`src/rtl/obs_capture_pkg.sv`:
```
// Shared definitions for the observation capture buffer: data width,
// default depth, entry layout and the running-signature update.
package obs_capture_pkg;

  localparam int DATA_W      = 128;
  localparam int DEPTH_DEF   = 8;
  localparam int STAMP_W_DEF = 32;

  // Entry layout at the default stamp width; stamp sits above data so the
  // packed word is {stamp, data}. The top builds the same layout at STAMP_W.
  typedef struct packed {
    logic [STAMP_W_DEF-1:0] stamp;
    logic [DATA_W-1:0]      data;
  } entry_t;

  // Rotate-left-by-one then fold in the new sample.
  function automatic logic [DATA_W-1:0] sig_next(input logic [DATA_W-1:0] sig,
                                                 input logic [DATA_W-1:0] data);
    return {sig[DATA_W-2:0], sig[DATA_W-1]} ^ data;
  endfunction

endpackage

```
`src/rtl/obs_capture_fifo.sv`:
```
// Show-ahead circular buffer with occupancy count. A push into a full
// buffer is accepted only when a pop frees the head in the same cycle;
// otherwise the sample is reported on drop.
module obs_capture_fifo #(
  parameter int DEPTH = 8,
  parameter int W     = 160
) (
  input  logic                   clk,
  input  logic                   rst,
  input  logic                   obs,
  input  logic                   rd_ready,
  input  logic [W-1:0]           wdata,
  output logic                   rd_valid,
  output logic [W-1:0]           rdata,
  output logic [$clog2(DEPTH):0] count,
  output logic                   drop
);

  localparam int AW = $clog2(DEPTH);

  logic [AW-1:0] wr_ptr, rd_ptr;
  logic [W-1:0]  mem [DEPTH];
  logic          full, push, pop;

  assign full     = (count == (AW+1)'(DEPTH));
  assign rd_valid = (count != '0);
  assign pop      = rd_valid & rd_ready;
  assign push     = obs & (~full | pop);
  assign drop     = obs & full & ~pop;

  // When empty, rd_ptr-1 still holds the last popped entry (the next push
  // lands at rd_ptr), so the outputs keep their last shown value.
  assign rdata = rd_valid ? mem[rd_ptr] : mem[rd_ptr - AW'(1)];

  // Storage write; contents are not reset.
  always_ff @(posedge clk) begin
    if (!rst && push) mem[wr_ptr] <= wdata;
  end

  // Pointers wrap naturally at DEPTH (power of two); count tracks occupancy.
  always_ff @(posedge clk) begin
    if (rst) begin
      wr_ptr <= '0;
      rd_ptr <= '0;
      count  <= '0;
    end else begin
      if (push) wr_ptr <= wr_ptr + AW'(1);
      if (pop)  rd_ptr <= rd_ptr + AW'(1);
      case ({push, pop})
        2'b10:   count <= count + 1'b1;
        2'b01:   count <= count - 1'b1;
        default: count <= count;
      endcase
    end
  end

endmodule

```
`src/rtl/obs_capture.sv`:
```
// Observation capture: stamps each obs sample with a free-running cycle
// counter and queues {stamp, data} for a downstream consumer. Drops when
// full are latched in a sticky overflow flag.
// Optional feature: define OBS_CAPTURE_SIG_EN to add a running signature
// of every observed data word on the sig port.
module obs_capture
  import obs_capture_pkg::*;
#(
  parameter int DEPTH   = DEPTH_DEF,
  parameter int STAMP_W = 32
) (
  input  logic                   clk,
  input  logic                   rst,
  input  logic                   obs,
  input  logic [DATA_W-1:0]      data,
  input  logic                   rd_ready,
  output logic                   rd_valid,
  output logic [DATA_W-1:0]      rd_data,
  output logic [STAMP_W-1:0]     rd_stamp,
  output logic [$clog2(DEPTH):0] count,
  output logic                   overflow
`ifdef OBS_CAPTURE_SIG_EN
  ,
  output logic [DATA_W-1:0]      sig
`endif
);

  localparam int EW = STAMP_W + DATA_W;

  logic [STAMP_W-1:0] stamp;
  logic [EW-1:0]      head;
  logic               drop;

  obs_capture_fifo #(.DEPTH(DEPTH), .W(EW)) u_fifo (
    .clk      (clk),
    .rst      (rst),
    .obs      (obs),
    .rd_ready (rd_ready),
    .wdata    ({stamp, data}),
    .rd_valid (rd_valid),
    .rdata    (head),
    .count    (count),
    .drop     (drop)
  );

  assign {rd_stamp, rd_data} = head;

  // Free-running cycle stamp; reads 0 in the first cycle out of reset.
  always_ff @(posedge clk) begin
    if (rst) stamp <= '0;
    else     stamp <= stamp + 1'b1;
  end

  // Sticky record that at least one sample was dropped.
  always_ff @(posedge clk) begin
    if (rst)       overflow <= 1'b0;
    else if (drop) overflow <= 1'b1;
  end

`ifdef OBS_CAPTURE_SIG_EN
  // Signature covers every observed word, dropped ones included.
  always_ff @(posedge clk) begin
    if (rst)      sig <= '0;
    else if (obs) sig <= sig_next(sig, data);
  end
`endif

endmodule

```
`config.mk`:
```
export PLATFORM = sky130hd
export DESIGN_NAME = obs_capture
export DESIGN_NICKNAME = d
export VERILOG_FILES = /design/src/rtl/obs_capture_pkg.sv /design/src/rtl/obs_capture_fifo.sv /design/src/rtl/obs_capture.sv
export SDC_FILE = /design/constraint.sdc
export NUM_CORES = 2
export LEC_CHECK = 0
export BUFFER_PORTS_ARGS = -buffer_cell sky130_fd_sc_hd__buf_2
export CAP_MARGIN = 25
export CORE_ASPECT_RATIO = 1.5
export CORE_MARGIN = 5
export CORE_UTILIZATION = 60
export CTS_CLUSTER_SIZE = 16
export DETAILED_ROUTE_END_ITERATION = 10
export PLACE_DENSITY = 0.78
export SYNTH_ARGS = -nofsm -noshare
export SYNTH_HDL_FRONTEND = slang
export SYNTH_HIERARCHICAL = 1
export SYNTH_SLANG_ARGS = --single-unit
export TNS_END_PERCENT = 10
```
`constraint.sdc`:
```
create_clock -name clk -period 28.7 [get_ports clk]
set_input_delay 4.305 -clock clk [delete_from_list [all_inputs] [get_ports clk]]
set_output_delay 4.305 -clock clk [all_outputs]
set_load 0.02 [all_outputs]
```
==> metrics.yaml <==
grt_pass1_vias: 39900
vias: 38200
core_mm2: 0.104
nFillCells: 7123
crit_family: "buffers and inverters"
internal_power_mw: 3.94
htreeDepth: 3
grt_pass1_wl_um: 233000
clk_latency_ps: 720
die_y_um: 407
relSlewSlack: 0.230
die_width_um: 274
post_cts_buffers: 0
cts.sink_count: 1326
hp-class: "reg -> reg"
max_freq_mhz: 88.4
synth_common_cells: "edfxtp_1 (1,280), mux2i_1 (801), nand3_1 (652)"
ios: 298
netlist_area_mm2: 0.0630
drc: 0
skew_ps: 23.1
gp_congestion: 0.763
path_buf_inv: 5
async_flop_share: 0
p_sw_frac: 0.365
track_usage: 0.272
drtIter0Drc: 3837
grt_antenna_before_repair: 25
fin_crit_sh: 0.394
ys_ff_latch: 1326
grt_max_degree: 181
hold-path-endpoint: "overflow"
power_density_mw_per_mm2: 89.3
cp-end-kind: "output pin"
cts.clk_slew.worst_paths_ps: 60
status: "completed"
whs_path_depth: 2
hold_start: "overflow"
r2r_end: "u_fifo/mem[4][75]"
ctsHoldBuffers: 0
worstMarginPinSlew_ps: 1160
synthFlopType: "edfxtp_1"
setup.worst_path.class: "reg -> out"
cp_common_cell: "buf_4"
seq_power_share: 0.351
synth_nets: 4092
tns_ps: 0
start_util: 0.605
yosysTopAreaCellShare: 0.611
r2r_cells: 6
wire_per_inst_um: 27.3
grt-ovfl-total: 0
rsz0062_at_grt: "no"
avgSynthCellArea_um2: 15.9
ant_nets: 0
port_buffers: 297
slew_viol_final: 0
yosysMostFrequentCell: "edfxtp_1"
clk_path_buf_depth: 3
cp_cell_sequence: "inv_8, ha_4, buf_4, buf_12, buf_4, mux2i_1, nand3_1, a41oi_1, a21oi_1, buf_2"
synth_top_cell_by_area: "edfxtp_1"
p_leak_nw: 20.8
hold_viol: 0
synth_cell_types: 49
clkPwrFrac: 0.264
yosys-top-cells-area: "edfxtp_1 (61%), mux2i_1 (13%), mux4_2 (11%)"
r2r-start: "u_fifo/count[1]"
synth-edff-count: 1280
cp_slowest_cell: "ha_4"
first_pass_iters: 7
nets: 4224
avgViaCountPerCell: 6.82
cts_tree: "done"
p_switching_mw: 2.26
drive_above_1_share: 0.217
fin_crit_ps: 11310
wl_um: 153000
synth_warnings: 6
power_mw: 6.20
syn_inst: 3955
rows: 145
cp.arrival_ps: 7000
crit_required_ps: 24400
irDropWorstVdd_v: 0.000117
start_kind: "flop"
cp_max_fo: 138
dpl.hpwl_um: 81800
yosysSeqAreaShare: 0.625
ctsResizeCount: 0
multi_input_area_mm2: 0.0219
root_buffer: "clkbuf_16"
setup_viol: 0
cts_buffers: 117
layout-area-overhead-vs-synth_pct: 10.3
seq_area_mm2: 0.0394
regToRegSetupSlack_ps: 24430
max_stage_delay_ps: 960
p_comb_frac: 0.385
cap_violations: 0
die_area_mm2: 0.112
power by group through the flow:
stage / registers (mW) / clock network [mW] / logic (mW)
finish: 2.18 / 1.64 / 2.38
floorplan: 2.21 / 0 / 1.71
global route: 2.18 / 1.74 / 2.53
detailed placement: 2.23 / 0 / 2.35
global placement: 2.23 / 0 / 2.33
CTS: 2.19 / 1.65 / 2.36
layout make-up:
| class | count | area share |
|---|---|---|
| sequential | 1326 | 0.567 |
| tap | 1396 | 0.0252 |
| antenna | 16 | 0.000577 |
| inverter | 7 | 0.000487 |
| clock inverter | 75 | 0.0121 |
| timing repair buffer | 366 | 0.0327 |
| multi-input combinational | 2269 | 0.316 |
| clock buffer | 145 | 0.0461 |
per-stage QoR:
step | utilization | cells | area, um2 | hold WS [ps] | setup slack, ps
2_1_floorplan | - | 3955 | 63000 | 462 | 6190
3_3_place_gp | 0.626 | 5357 | 65200 | 453 | 18320
3_5_place_dp | 0.626 | 5358 | 65200 | 473 | 18220
4_1_cts | 0.665 | 5578 | 69200 | 489 | 17480
5_1_grt | 0.667 | 5596 | 69400 | 513 | 17190
6_report | 0.667 | 5600 | 69400 | 477 | 17390
state kept, by name, indices dropped and copies added, names as in the netlist, named ones only:
register       flops
u_fifo/mem      1280
stamp             32
u_fifo/count       4
u_fifo/rd_ptr      3
u_fifo/wr_ptr      3
overflow           1
cell usage in the layout (no fill, tap or decap), types with 3 or more instances in the layout:
cell,Yosys,layout
dfxtp_4,0,4
nor4_1,6,4
buf_2,146,297
edfxtp_1,1280,1280
mux2i_1,801,801
mux4_2,320,320
clkinv_4,0,3
clkinvlp_4,0,5
nor2_4,0,4
nor2_1,30,26
xnor2_1,8,7
buf_4,33,52
clkbuf_16,0,121
clkinv_1,0,10
buf_12,0,10
or4_1,13,12
or3_1,7,7
a41oi_1,160,160
clkbuf_8,0,8
nor3_1,4,4
clkbuf_1,124,16
diode_2,0,16
o21ai_0,7,7
nand3_1,652,652
bufinv_16,0,17
clkinv_2,0,36
ha_1,5,4
dfxtp_1,46,42
nand2_1,14,14
nand4_1,5,5
mux2_2,3,3
a21oi_1,182,182
o31ai_1,11,11
nor2b_1,8,8
xor2_1,8,7
buf_16,0,7
inv_1,6,6
worst min-delay path, delay by kind of cell (launching register included):
kind | cells | cell delay (ps)
flip-flops | 1 | 330
AND/OR/NAND/NOR | 2 | 120
worst max-delay path by stage:
stage,slack (ps),cells after the start,to,start
floorplan,6190,5,u_fifo/mem[2][0],rd_ready
global placement,18320,10,rd_data[49],u_fifo/rd_ptr[0]
detailed placement,18220,10,rd_data[60],u_fifo/rd_ptr[0]
CTS,17480,10,rd_data[60],u_fifo/rd_ptr[0]
global route,17190,10,rd_data[73],u_fifo/rd_ptr[0]
finish,17390,10,rd_data[75],u_fifo/rd_ptr[0]
kinds of logic (layout without fill, tap and decap cells):
logic type,Yosys count,after routing,synth area share
AOI/OAI and AO/OA,367,367,0.0396
xor gates and xnor gates,16,16,0.00223
adders and majority gates,5,5,0.000994
buffers and inverters,360,593,0.0282
DFF,1326,1326,0.625
muxes,1126,1126,0.243
other,0,16,0
and+or+nand+nor,755,755,0.0611
layer usage:
metal,wire (um),global-route usage,vias to the layer above
met2,79200,0.473,1629
met3,12200,0.0457,268
met4,4010,0.0916,18
met5,126,0,-
met1,57600,0.350,19800
li1,-,-,16500
Note: power is estimated with default switching activity, not from simulation.
